File: config.mk
export PLATFORM = sky130hd
export DESIGN_NAME = button_conditioner
export DESIGN_NICKNAME = d
export VERILOG_FILES = /design/src/rtl/button_pkg.sv /design/src/rtl/button_channel.sv /design/src/rtl/button_conditioner.sv
export SDC_FILE = /design/constraint.sdc
export NUM_CORES = 1
export LEC_CHECK = 0
export ABC_AREA = 1
export CORE_MARGIN = 4
export CORE_UTILIZATION = 58
export DETAILED_ROUTE_END_ITERATION = 16
export PLACE_DENSITY = 0.89
export SKIP_CTS_REPAIR_TIMING = 1
export SLEW_MARGIN = 0
export SYNTH_ARGS = -nofsm -noshare
export SYNTH_HDL_FRONTEND = slang
export SYNTH_HIERARCHICAL = 1
export SYNTH_SLANG_ARGS = --single-unit
File: constraint.sdc
create_clock -name clk -period 1.77 [get_ports clk]
set_input_delay 0.2655 -clock clk [delete_from_list [all_inputs] [get_ports clk]]
set_output_delay 0.2655 -clock clk [all_outputs]
set_load 0.03 [all_outputs]
File: src/rtl/button_pkg.sv
// Shared definitions for the push-button conditioner: per-channel FSM encoding
// and the default timing constants for a 25 MHz pixel clock.
package button_pkg;

    typedef logic [1:0] btn_state_t;

    localparam btn_state_t IDLE      = 2'd0;
    localparam btn_state_t WAIT_HIGH = 2'd1;
    localparam btn_state_t HELD      = 2'd2;
    localparam btn_state_t WAIT_LOW  = 2'd3;

    localparam int DEBOUNCE_10MS = 250_000;
    localparam int REPEAT_500MS  = 12_500_000;
    localparam int REPEAT_100MS  = 2_500_000;
    localparam int DEFAULT_CNT_W = 24;

    // The debounced level is high in both the held and the pending-release states.
    function automatic logic is_pressed_state(input btn_state_t s);
        return (s == HELD) || (s == WAIT_LOW);
    endfunction

endpackage

File: src/rtl/button_channel.sv
// One button channel: two-flop synchroniser, debounce/repeat FSM and registered
// level and strobe outputs.
module button_channel
    import button_pkg::*;
#(
    parameter int DEBOUNCE_CYCLES = DEBOUNCE_10MS,
    parameter int REPEAT_DELAY    = REPEAT_500MS,
    parameter int REPEAT_PERIOD   = REPEAT_100MS,
    parameter int CNT_W           = DEFAULT_CNT_W
) (
    input  logic clk,
    input  logic reset_n,
    input  logic btn_raw_i,
    output logic level_o,
    output logic press_o,
    output logic release_o,
    output logic repeat_o
);

    localparam logic [CNT_W-1:0] DB_LAST  = CNT_W'(DEBOUNCE_CYCLES - 1);
    localparam logic [CNT_W-1:0] DLY_LAST = CNT_W'(REPEAT_DELAY - 1);
    localparam logic [CNT_W-1:0] PER_LAST = CNT_W'(REPEAT_PERIOD - 1);

    function automatic logic [CNT_W-1:0] sat_inc(input logic [CNT_W-1:0] v);
        return (v == {CNT_W{1'b1}}) ? v : v + 1'b1;
    endfunction

    logic             sync1_q, sync2_q;
    logic             sync;
    btn_state_t       state_q, state_d;
    logic [CNT_W-1:0] dcnt_q, dcnt_d;
    logic [CNT_W-1:0] rcnt_q, rcnt_d;
    logic             rep_armed_q, rep_armed_d;
    logic             level_q, level_d;
    logic             press_q, press_d;
    logic             release_q, release_d;
    logic             repeat_q, repeat_d;
    logic [CNT_W-1:0] rep_limit;
    logic             rep_hit;

    always_ff @(posedge clk or negedge reset_n) begin
        if (!reset_n) begin
            sync1_q <= 1'b0;
            sync2_q <= 1'b0;
        end else begin
            sync1_q <= btn_raw_i;
            sync2_q <= sync1_q;
        end
    end

    assign sync = sync2_q;

    // rep_armed_q selects the long first delay versus the shorter steady period.
    assign rep_limit = rep_armed_q ? PER_LAST : DLY_LAST;
    assign rep_hit   = (state_q == HELD) && sync && (rcnt_q == rep_limit);

    always_ff @(posedge clk or negedge reset_n) begin
        if (!reset_n) begin
            state_q     <= IDLE;
            dcnt_q      <= '0;
            rcnt_q      <= '0;
            rep_armed_q <= 1'b0;
            level_q     <= 1'b0;
            press_q     <= 1'b0;
            release_q   <= 1'b0;
            repeat_q    <= 1'b0;
        end else begin
            state_q     <= state_d;
            dcnt_q      <= dcnt_d;
            rcnt_q      <= rcnt_d;
            rep_armed_q <= rep_armed_d;
            level_q     <= level_d;
            press_q     <= press_d;
            release_q   <= release_d;
            repeat_q    <= repeat_d;
        end
    end

    always_comb begin
        state_d     = state_q;
        dcnt_d      = dcnt_q;
        rcnt_d      = rcnt_q;
        rep_armed_d = rep_armed_q;
        case (state_q)
            IDLE: begin
                if (sync) begin
                    state_d = WAIT_HIGH;
                    dcnt_d  = '0;
                end
            end
            WAIT_HIGH: begin
                if (!sync) begin
                    state_d = IDLE;
                end else if (dcnt_q == DB_LAST) begin
                    state_d     = HELD;
                    rcnt_d      = '0;
                    rep_armed_d = 1'b0;
                end else begin
                    dcnt_d = sat_inc(dcnt_q);
                end
            end
            HELD: begin
                if (!sync) begin
                    // rcnt is left untouched so a short release glitch resumes the repeat timing
                    state_d = WAIT_LOW;
                    dcnt_d  = '0;
                end else if (rep_hit) begin
                    rcnt_d      = '0;
                    rep_armed_d = 1'b1;
                end else begin
                    rcnt_d = sat_inc(rcnt_q);
                end
            end
            WAIT_LOW: begin
                if (sync) begin
                    state_d = HELD;
                end else if (dcnt_q == DB_LAST) begin
                    state_d = IDLE;
                end else begin
                    dcnt_d = sat_inc(dcnt_q);
                end
            end
            default: state_d = IDLE;
        endcase
    end

    always_comb begin
        level_d   = is_pressed_state(state_d);
        press_d   = (state_q == WAIT_HIGH) && (state_d == HELD);
        release_d = (state_q == WAIT_LOW) && (state_d == IDLE);
        repeat_d  = rep_hit;
    end

    assign level_o   = level_q;
    assign press_o   = press_q;
    assign release_o = release_q;
    assign repeat_o  = repeat_q;

endmodule

File: src/rtl/button_conditioner.sv
// Multi-channel push-button conditioner: NUM_BTN independent debounce channels
// producing clean levels plus press, release and auto-repeat strobes.
module button_conditioner
    import button_pkg::*;
#(
    parameter int NUM_BTN         = 3,
    parameter int DEBOUNCE_CYCLES = DEBOUNCE_10MS,
    parameter int REPEAT_DELAY    = REPEAT_500MS,
    parameter int REPEAT_PERIOD   = REPEAT_100MS,
    parameter int CNT_W           = DEFAULT_CNT_W
) (
    input  logic               clk,
    input  logic               reset_n,
    input  logic [NUM_BTN-1:0] btn_raw,
    output logic [NUM_BTN-1:0] btn_level,
    output logic [NUM_BTN-1:0] btn_press,
    output logic [NUM_BTN-1:0] btn_release,
    output logic [NUM_BTN-1:0] btn_repeat
);

    generate
        for (genvar gi = 0; gi < NUM_BTN; gi++) begin : g_chan
            button_channel #(
                .DEBOUNCE_CYCLES(DEBOUNCE_CYCLES),
                .REPEAT_DELAY   (REPEAT_DELAY),
                .REPEAT_PERIOD  (REPEAT_PERIOD),
                .CNT_W          (CNT_W)
            ) u_chan (
                .clk      (clk),
                .reset_n  (reset_n),
                .btn_raw_i(btn_raw[gi]),
                .level_o  (btn_level[gi]),
                .press_o  (btn_press[gi]),
                .release_o(btn_release[gi]),
                .repeat_o (btn_repeat[gi])
            );
        end
    endgenerate

endmodule
Word-level counts from Yosys, hierarchy flattened --
Index checks and enable logic that the tools add are counted. W data, S select, Z words.
Storage, ports and cells: input bits 5, register bits after elaboration 171, output and inout port bits 12, logic and storage cells 198
Operators by class: equal/unequal tests 51, reduce and logical (&&, ||, !) cells 33, add/sub/neg operators 6, muxes and demuxes 78
Operators with widths (number):
- $mux W24 | 36
- $pmux W24 S4 | 3
- $add A24 B1 Y24 const B | 6
- $eq A24 B24 Y1 const B | 6
- $pmux W24 S2 | 3
- $eq A24 B18 Y1 const B | 3
- $eq A24 B24 Y1 | 3
- $mux W2 | 18
- $ne A2 B1 Y1 const B | 15
- $reduce_and A5 Y1 | 6
- $eq A2 B2 Y1 const B | 12
- $pmux W2 S4 | 3
- $logic_and A1 B1 Y1 | 12
- $logic_not A2 Y1 | 6
- $mux W1 | 12
- $ne A2 B2 Y1 const B | 6
- $reduce_and A4 Y1 | 3
- $ne A3 B2 Y1 const B | 3
- $eq A2 B1 Y1 const B | 3
- $pmux W1 S2 | 3
- $reduce_bool A2 Y1 | 3
- $logic_or A1 B1 Y1 | 3

Depth between registers and ports, before layout --
Gate-level depths: netlist (run 1).
depth after elaboration 6, gate-level depth with buffers 13, depth with buffers taken out 12

By module --
Netlist (run 1), hierarchy kept.
Modules (own cells, without submodules):
- button_channel at g_chan[2].u_chan | instances 1, area an instance 4120.2 µm², sequential area each 1426.4 µm², cells each 616
- button_channel at g_chan[0].u_chan | instances 1, area an instance 4096.4 µm², sequential area each 1401.3 µm², cells each 636
- button_channel at g_chan[1].u_chan | instances 1, area an instance 4056.4 µm², sequential area each 1401.3 µm², cells each 633

Worst setup path after synthesis (run 1) --
No wires, ideal clock.
kind flip-flop to flip-flop, start reg g_chan[0].u_chan.dcnt_q[0], end reg g_chan[0].u_chan.dcnt_q[16], path buffers 1, period minus slack after synthesis 1838 ps, stages on the path, launching flop included 14, path slack -68 ps, required time 1652 ps, arrival 1720 ps, setup time 118 ps, cell sequence dfrtp_1 ha_1 inv_1 nor2_8 nand2_2 nor2_2 nand2_1 nor2_1 nand2_1 nand2_2 inv_2 buf_6 nand3_1 nand2_1
On the way: longest elaborated chain between the ends 5, elaborated cells on any way between the ends 8, those cells by class add/sub: 1; eq/ne: 2; mux: 5
Ends and longest elaborated chain:
- start, declared | RTL line button_channel.sv:31 | logic [CNT_W-1:0] dcnt_q, dcnt_d;
- start signal, assigned | RTL line button_channel.sv:69 | dcnt_q <= dcnt_d;
- $add A24 B1 Y24 or $eq A24 B24 Y1 (tied branches) | RTL line button_channel.sv:25 | return (v == {CNT_W{1'b1}}) ? v : v + 1'b1;
- $mux W24 | RTL line button_channel.sv:25
- $mux W24 * | RTL line button_channel.sv:94, button_channel.sv:117
- $mux W24 (on tied branches) | RTL line button_channel.sv:115, button_channel.sv:92
- $pmux W24 S4 * | RTL line button_channel.sv:84 | case (state_q)
Mark *: on every way between the ends. The rest lies on a longest branch, timed or not. The select of a mux whose other input is x is not followed. A chain may end at the register's enable or synchronous reset.

Final worst setup path (run 1) --
start reg g_chan[0].u_chan.dcnt_q[8], end reg g_chan[0].u_chan.rcnt_q[12]
On the way: longest elaborated chain between the ends 3
Ends and longest elaborated chain:
- $eq A24 B18 Y1 | RTL line button_channel.sv:94 | end else if (dcnt_q == DB_LAST) begin
- $ne A2 B1 Y1 (no source line)
- $reduce_and A5 Y1 (no source line)
- end signal, assigned | RTL line button_channel.sv:70 | rcnt_q <= rcnt_d;
- end, declared | RTL line button_channel.sv:32 | logic [CNT_W-1:0] rcnt_q, rcnt_d;
No other way between the ends.

==> summary.md, run 1 <==
| Metric | Value |
|---|---|
| Worst vdd ir | 0.0005872 V |
| Die X | 153.5 µm |
| Initial drt markers | 1424 |
| CTS sink cnt | 169 |
| WL final | between 30000 and 40000 µm |
| Post-Synth XOR/XNOR Area | 0.05138 |
| Worst R2R Path Depth | 9 |
| Largest net degree at the start of global routing | 51 |
| Post-Synth Adder-Cell Area | 0.006117 |
| Pwr Total | around 8.0 mW |
| HP Class | input port to flop |
| Status | complete, but fails checks |
| Via/cell ratio | 5.738 |
| Root buffer selected by CTS | clkbuf_16 |
| First-pass GRT wire length | between 50000 and 60000 µm |
| Largest family of logic cells by synthesized area | simple AND/OR/NAND/NOR gates |
| Synth Area in Simple Gates | 0.4675 |
| Clock slew at reported path FFs | approximately 70 ps |
| CP endpoint kind | flop |
| Fillers | 1316 |
| I/O pin total | 17 |
| Reg2reg end | g_chan[0].u_chan/rcnt_q[12]$_DFFE_PN0P_ |
| Post-Syn Area | 0.01227 mm² |
| Power per cell area | approximately 500 mW/mm² |
| DP Area | ~0.014 mm² |
| WL/cell | about 16 µm |
| GP Congestion | 0.9646 |
| Ys Warns | 6 |
| Post-synthesis mux area share | 0 |
| CTS tree | done |
| Final slew viol count | 0 |
| Area grow syn2layout | 30.54% |
| Max FO, Critical Path | 6 |
| Gate Count Post-Synth | about 1900 |
| Synth Area per Inst | about 6.5 µm² |
| Flop-to-flop setup slack | -180 ps |
| Row count | 52 |
| Clock Latency Late Sink | around 430 ps |
| Hpwl dp | 24360 µm |
| Num CTS Buffers | 17 |
| Htree depth | 4 |
| Minimum clock period | 1947 ps |
| Final hold vios | 0 |
| Yosys cell types | 40 |
| Synthesized Nets | 1896 |
| Vias in the first global route | around 12000 |
| Slew headroom | 0.6366 |
| ANT nets after route | 0 |
| Crit path DAT | 2270 ps |
| Pre-CTS setup slack | -122.7 ps |
| Via count | 13730 |
| Worst Setup Slack, final | -177.1 ps |
| WHS Path Cells | 1 |
| Nets | 2120 |
| First drt pass iteration count | 7 |
| Worst-Margin Slew | between 500 and 600 ps |
| Drt drc | 0 |
| Sequential fraction of the synthesis area | 0.3446 |
| Total area of sequential cells | 0.004252 mm² |
| Critical Path RT | 2090 ps |
| Failing checks | setup timing |
| Area of the core | 0.02049 mm² |
| Diode count | 0 |
| Final Instance Area | 0.01602 mm² |
| Kind of critical path | flop to flop |
| Grt ovf | 0 |
| IO Port Bufs | 16 |
| Hold endpoint | g_chan[0].u_chan/sync1_q$_DFF_PN0_ |
| Synth Area in Compound Gates | 0.03721 |
| Initial Util | 0.5988 |
| Clk buf depth | 2 |
| Max Fclk | 0.5136 GHz |
| Pleak | 7.470 nW |
| #FFs+latches synth | 169 |
| Max Cap Viol | 0 |
| Reg-to-Reg Start | g_chan[0].u_chan/dcnt_q[8]$_DFFE_PN0P_ |
| Unrepaired setup endpoints after global routing | yes |
| Total GRT Usage | 0.2819 |
| Fin Hold WS | 271.3 ps |
| HP Start | btn_raw[0] |
| Worst clock skew | 14.51 ps |
| Area of the multi-input gates | 0.007752 mm² |
| Crit path launch type | flop |
| Total die area | 0.02355 mm² |
| Die H | 153.5 µm |
| Part of the cycle the worst path needs | 1.100 |
| Initial antenna violation count | 0 |
| # setup viols final | 83 |
| Share of cells above drive strength 1 | 0.2696 |
-- layer usage --
| layer | vias up | part of all wire | global-route usage |
|---|---|---|---|
| met3 | 224 | 0.092 | 0.04411 |
| met5 | - | 0 | 0 |
| li1 | 6321 | - | - |
| met1 | 6335 | 0.38 | 0.3745 |
| met4 | 0 | 0.044 | 0.08074 |
| met2 | 846 | 0.48 | 0.4801 |
-- how the worst max path moves through the flow --
stage                                                   end  slack (ps)                              startpoint  cells after the start
finish              g_chan[0].u_chan/rcnt_q[12]$_DFFE_PN0P_        -180  g_chan[0].u_chan/dcnt_q[8]$_DFFE_PN0P_                      9
global route        g_chan[0].u_chan/rcnt_q[21]$_DFFE_PN0P_        -240  g_chan[0].u_chan/dcnt_q[7]$_DFFE_PN0P_                     10
CTS                  g_chan[2].u_chan/rcnt_q[0]$_DFFE_PN0P_        -170  g_chan[2].u_chan/dcnt_q[0]$_DFFE_PN0P_                      9
detailed placement  g_chan[2].u_chan/rcnt_q[16]$_DFFE_PN0P_        -120  g_chan[2].u_chan/dcnt_q[0]$_DFFE_PN0P_                      9
global placement    g_chan[2].u_chan/rcnt_q[16]$_DFFE_PN0P_         -70  g_chan[2].u_chan/dcnt_q[0]$_DFFE_PN0P_                      9
floorplan           g_chan[0].u_chan/dcnt_q[16]$_DFFE_PN0P_           1  g_chan[0].u_chan/dcnt_q[0]$_DFFE_PN0P_                     13
-- Yosys cell counts (all sizes together) --
library cell,n,share of area
buf,41,0.028
xnor2,9,0.0064
nand3,125,0.057
o21ai,63,0.030
xor2,63,0.045
nand3b,7,0.0043
a21oi,14,0.0057
nor2,349,0.12
nand2,707,0.23
clkbuf,10,0.0033
dfrtp,169,0.34
inv,197,0.060
ha,6,0.0061
nand4,57,0.032
or2,4,0.0020
nor3b,5,0.0031
nor3,50,0.021
a21o,1,0.00061
o21bai,1,0.00061
clkinv,4,0.0012
and2,1,0.00051
nor4,2,0.0010
-- area by class of cell --
cell class,count,area share
repair buffers,254,0.1460
inverters,201,0.04873
clock inverters,9,0.005779
clock buffers,23,0.02921
well taps,270,0.02109
flip-flops and latches,169,0.2654
multi-input cells,1466,0.4839
-- registers in the layout, indices dropped and copies added (netlist names) --
register                   flops
g_chan.u_chan/dcnt_q          72
g_chan.u_chan/rcnt_q          72
g_chan.u_chan/state_q          4
g_chan.u_chan/level_o          3
g_chan.u_chan/press_o          3
g_chan.u_chan/release_o        3
g_chan.u_chan/rep_armed_q      3
g_chan.u_chan/repeat_o         3
g_chan.u_chan/sync             3
g_chan.u_chan/sync1_q          3
-- placed cells by master (no fill, tap or decap), types with 5 or more instances in the layout --
cell             count
nand2_4             30
dfrtp_1            151
nor3_2              11
nor2_4              26
nand4_1             55
clkdlybuf4s50_1     11
o21ai_0             19
nand2_2            120
a21oi_1             12
clkbuf_16           25
xor2_1              63
nor2_2              24
dfrtp_2             18
buf_4              197
buf_12              13
buf_6               19
nand3_2              8
o21ai_2             12
xnor2_1              9
nor2_1             297
nor3b_1              5
o21ai_1             29
inv_1              178
nand3_4             11
nor3_1              35
nand2_1            556
inv_2               14
nand3_1            106
nand3b_1             7
-- cell families (layout without fill, tap and decap cells) --
| kind of cell | after synthesis | after routing |
|---|---|---|
| xor gates and xnor gates | 72 | 72 |
| buffers and inverters | 252 | 487 |
| and+or+nand+nor | 1307 | 1309 |
| DFF | 169 | 169 |
| AOI/OAI and AO/OA | 79 | 79 |
| adders and majority gates | 6 | 6 |
-- critical path: stages (launching register included) --
cell,delay (ps)
dfrtp_2,450
nor2_1,180
nand4_1,190
nor2_2,250
nand4_1,180
nand2_2,160
o21ai_4,120
clkbuf_16,200
nand2_2,50
nand2_1,60
-- metrics by stage --
step,util,TNS [ps],cells
after floorplan,-,0,1885
after global placement,0.6781,-470.4,2304
after detailed placement,0.6781,-2574,2304
after CTS,0.7054,-5219,2336
after global routing,0.7817,-16560,2392
final,0.7817,-7014,2392
-- power breakdown --
group          leakage [nW]  total, mW  switching, mW  internal (mW)
clock network         0.264       3.65           1.63           2.02
logic                  4.90      0.466          0.289          0.177
registers              2.31       3.93         0.0311           3.90
total                  7.47       8.04           1.95           6.10
(Power assumes the default switching activity.)
==> run 2, diff against run 1 <==
--- a/config.mk
+++ b/config.mk
@@ -10,6 +10,7 @@
 export CORE_UTILIZATION = 58
 export DETAILED_ROUTE_END_ITERATION = 16
 export PLACE_DENSITY = 0.89
+export RECOVER_POWER = 25
 export SKIP_CTS_REPAIR_TIMING = 1
 export SLEW_MARGIN = 0
 export SYNTH_ARGS = -nofsm -noshare
==> summary.md, run 2 (synthesis results as in run 1) <==
| Metric | Value |
|---|---|
| Status | complete, but fails checks |
| Failing checks | setup timing |
| Clk buf depth | 2 (unchanged) |
| Share of cells above drive strength 1 | 0.2696 (unchanged) |
| Initial Util | 0.5988 (unchanged) |
| GR Util met1 | 0.3745 (unchanged) |
| WL final | 38890 µm (+0.17%) |
| Nets | 2120 (unchanged) |
| Kind of critical path | flop to flop |
| Root buffer selected by CTS | clkbuf_16 |
| Final setup TNS | -7401 ps (-387.4 ps) |
| Via count | 13710 (-0.13%) |
| Pwr Total | 8.035 mW (-0.10%) |
| DP Area | 0.01390 mm² (unchanged) |
| Crit path launch type | flop |
| Vias in the first global route | 12110 (unchanged) |
| First-pass GRT wire length | 56420 µm (unchanged) |
| GP Congestion | 0.9646 (unchanged) |
| Initial antenna violation count | 0 (unchanged) |
| ANT nets after route | 0 (unchanged) |
| Clock slew at reported path FFs | 70 ps (about the same) |
| Via/cell ratio | 5.731 (-0.13%) |
| Worst-Margin Slew | 1320 ps (+774.7 ps) |
| Diode count | 0 (unchanged) |
| Largest registers | g_chan.u_chan/dcnt_q (72), g_chan.u_chan/rcnt_q (72), g_chan.u_chan/state_q (4) |
| Worst path max stage delay | 450 ps (about the same) |
| Part of the cycle the worst path needs | 1.102 (+0.002334) |
| Non-filler cells, final | 2392 (unchanged) |
| WL/cell | 16.26 µm (+0.17%) |
| CTS tree | done |
| Unrepaired setup endpoints after global routing | yes |
| Drt drc | 0 (unchanged) |
| Crit path DAT | 2280 ps (about the same) |
| CTS sink cnt | 169 (unchanged) |
| Critical Path RT | 2100 ps (about the same) |
| Final Instance Area | 0.01601 mm² (about the same) |
| M3 GR Usage | 0.04411 (unchanged) |
| First drt pass iteration count | 9 (+2) |
| Total die area | 0.02355 mm² (unchanged) |
| Power per cell area | 501.9 mW/mm² (about the same) |
| Row count | 52 (unchanged) |
| Global route hottest layer | met2 |
| IO Port Bufs | 16 (unchanged) |
| Met2 Usage GRT | 0.4801 (unchanged) |
| Worst Setup Slack, final | -181.2 ps (-4.132 ps) |
| Fillers | 1317 (+0.076%) |
| Clock Latency Late Sink | 430 ps (about the same) |
| HP Class | flop to flop |
| Placed insts | 2304 (unchanged) |
| Slowest CP cell | dfrtp_2 |
| Grt ovf | 0 (unchanged) |
| Total GRT Usage | 0.2819 (unchanged) |
| Die H | 153.5 µm (unchanged) |
| Max Fclk | 0.5125 GHz (-0.21%) |
| Commonest non-fill, non-tap cell in the layout | nand2_1 |
| Htree depth | 4 (unchanged) |
| Largest net degree at the start of global routing | 51 (unchanged) |
| Area of the core | 0.02049 mm² (unchanged) |
| Pleak | 7.467 nW (about the same) |
| Final hold vios | 0 (unchanged) |
| Hpwl dp | 24360 µm (unchanged) |
| Worst clock skew | 12.12 ps (-2.382 ps) |
| Die X | 153.5 µm (unchanged) |
| Final core occ | 0.7812 (about the same) |
| Worst-path cell chain | nor2_1 -> nand4_1 -> nor2_2 -> nand4_1 -> nand2_2 -> o21ai_4 -> clkbuf_16 -> nand2_2 -> nand2_1 |
| Num CTS Buffers | 17 (unchanged) |
| Area grow syn2layout | 30.45% (about the same) |
| CP endpoint kind | flop |
| Commonest non-fill, non-tap cells in the layout | nand2_1 (556), nor2_1 (297), buf_4 (195), inv_1 (178), dfrtp_1 (151) |
| Max FO, Critical Path | 6 (unchanged) |
| Worst vdd ir | 0.0005898 V (+0.44%) |
| I/O pin total | 17 (unchanged) |
| Final slew viol count | 0 (unchanged) |
| Slew headroom | 0.1201 (-0.5165) |
| Initial drt markers | 1522 (+6.9%) |
| Max Cap Viol | 0 (unchanged) |
| Minimum clock period | 1951 ps (+4.132 ps) |
| # setup viols final | 88 (+6.0%) |
run 2: cell count changes in the layout (fill, tap and decap cells not counted):
| cell | previous run | this run |
|---|---|---|
| buf_2 | 0 | 2 |
| buf_4 | 197 | 195 |
| buf_6 | 19 | 18 |
| clkbuf_2 | 0 | 1 |
| clkdlybuf4s50_1 | 11 | 8 |
| dlygate4sd3_1 | 1 | 4 |
run 2: final timing paths:
check / start / to / slack [ps] / depth (start not counted)
worst max-delay path: g_chan[0].u_chan/dcnt_q[8]$_DFFE_PN0P_ / g_chan[0].u_chan/rcnt_q[4]$_DFFE_PN0P_ / -180 / 9
worst min-delay path: g_chan[2].u_chan/sync1_q$_DFF_PN0_ / g_chan[2].u_chan/sync$_DFF_PN0_ / 350 / 0
worst max register to register: g_chan[0].u_chan/dcnt_q[8]$_DFFE_PN0P_ / g_chan[0].u_chan/rcnt_q[4]$_DFFE_PN0P_ / -180 / 9
worst min register to register: g_chan[2].u_chan/sync1_q$_DFF_PN0_ / g_chan[2].u_chan/sync$_DFF_PN0_ / 350 / 0
max in group asynchronous: reset_n / g_chan[1].u_chan/rcnt_q[3]$_DFFE_PN0P_ / 180 / 3
min in group asynchronous: reset_n / g_chan[2].u_chan/rcnt_q[13]$_DFFE_PN0P_ / 660 / 2
run 2: power breakdown:
group,total (mW),internal (mW),leakage (nW),switching (mW)
logic,0.464,0.173,4.90,0.291
clock network,3.65,2.02,0.264,1.62
registers,3.93,3.90,2.31,0.0310
total,8.03,6.09,7.47,1.94
run 2: cell type report:
class / instances / area, µm² / area share
clock inverter: 9 / 92.59 / 0.005783
inverter: 201 / 780.7 / 0.04877
clock buffer: 23 / 467.9 / 0.02923
sequential: 169 / 4252 / 0.2656
multi-input combinational: 1466 / 7752 / 0.4842
timing repair buffer: 254 / 2327 / 0.1454
tap: 270 / 337.8 / 0.02110
run 2: per-layer routing:
metal,wire length (µm),part of all wire
met1,15140,0.39
met2,18780,0.48
met3,3246,0.083
met4,1733,0.045
met5,0,0
run 2: worst max-delay path, delay by kind of cell (launching register included):
| kind | cells | cell delay, ps |
|---|---|---|
| flops | 1 | 450 |
| compound gates | 1 | 120 |
| buf+inv | 1 | 200 |
| simple gates | 7 | 1060 |
run 2: metrics by stage:
step | hold slack (ps) | setup WS (ps)
finish | 350.4 | -181.2
global route | 368.5 | -236.3
CTS | -197.5 | -168.2
detailed placement | 264.1 | -122.7
global placement | 268.1 | -68.11
floorplan | -30.09 | 0.9810
==> run 3, diff against run 2 <==
--- a/config.mk
+++ b/config.mk
@@ -9,6 +9,7 @@
 export CORE_MARGIN = 4
 export CORE_UTILIZATION = 58
 export DETAILED_ROUTE_END_ITERATION = 16
+export GPL_TIMING_DRIVEN = 1
 export PLACE_DENSITY = 0.89
 export RECOVER_POWER = 25
 export SKIP_CTS_REPAIR_TIMING = 1
==> results of run 3 <==
Same layout as run 2: the final DEF is identical, and so are final timing and power.
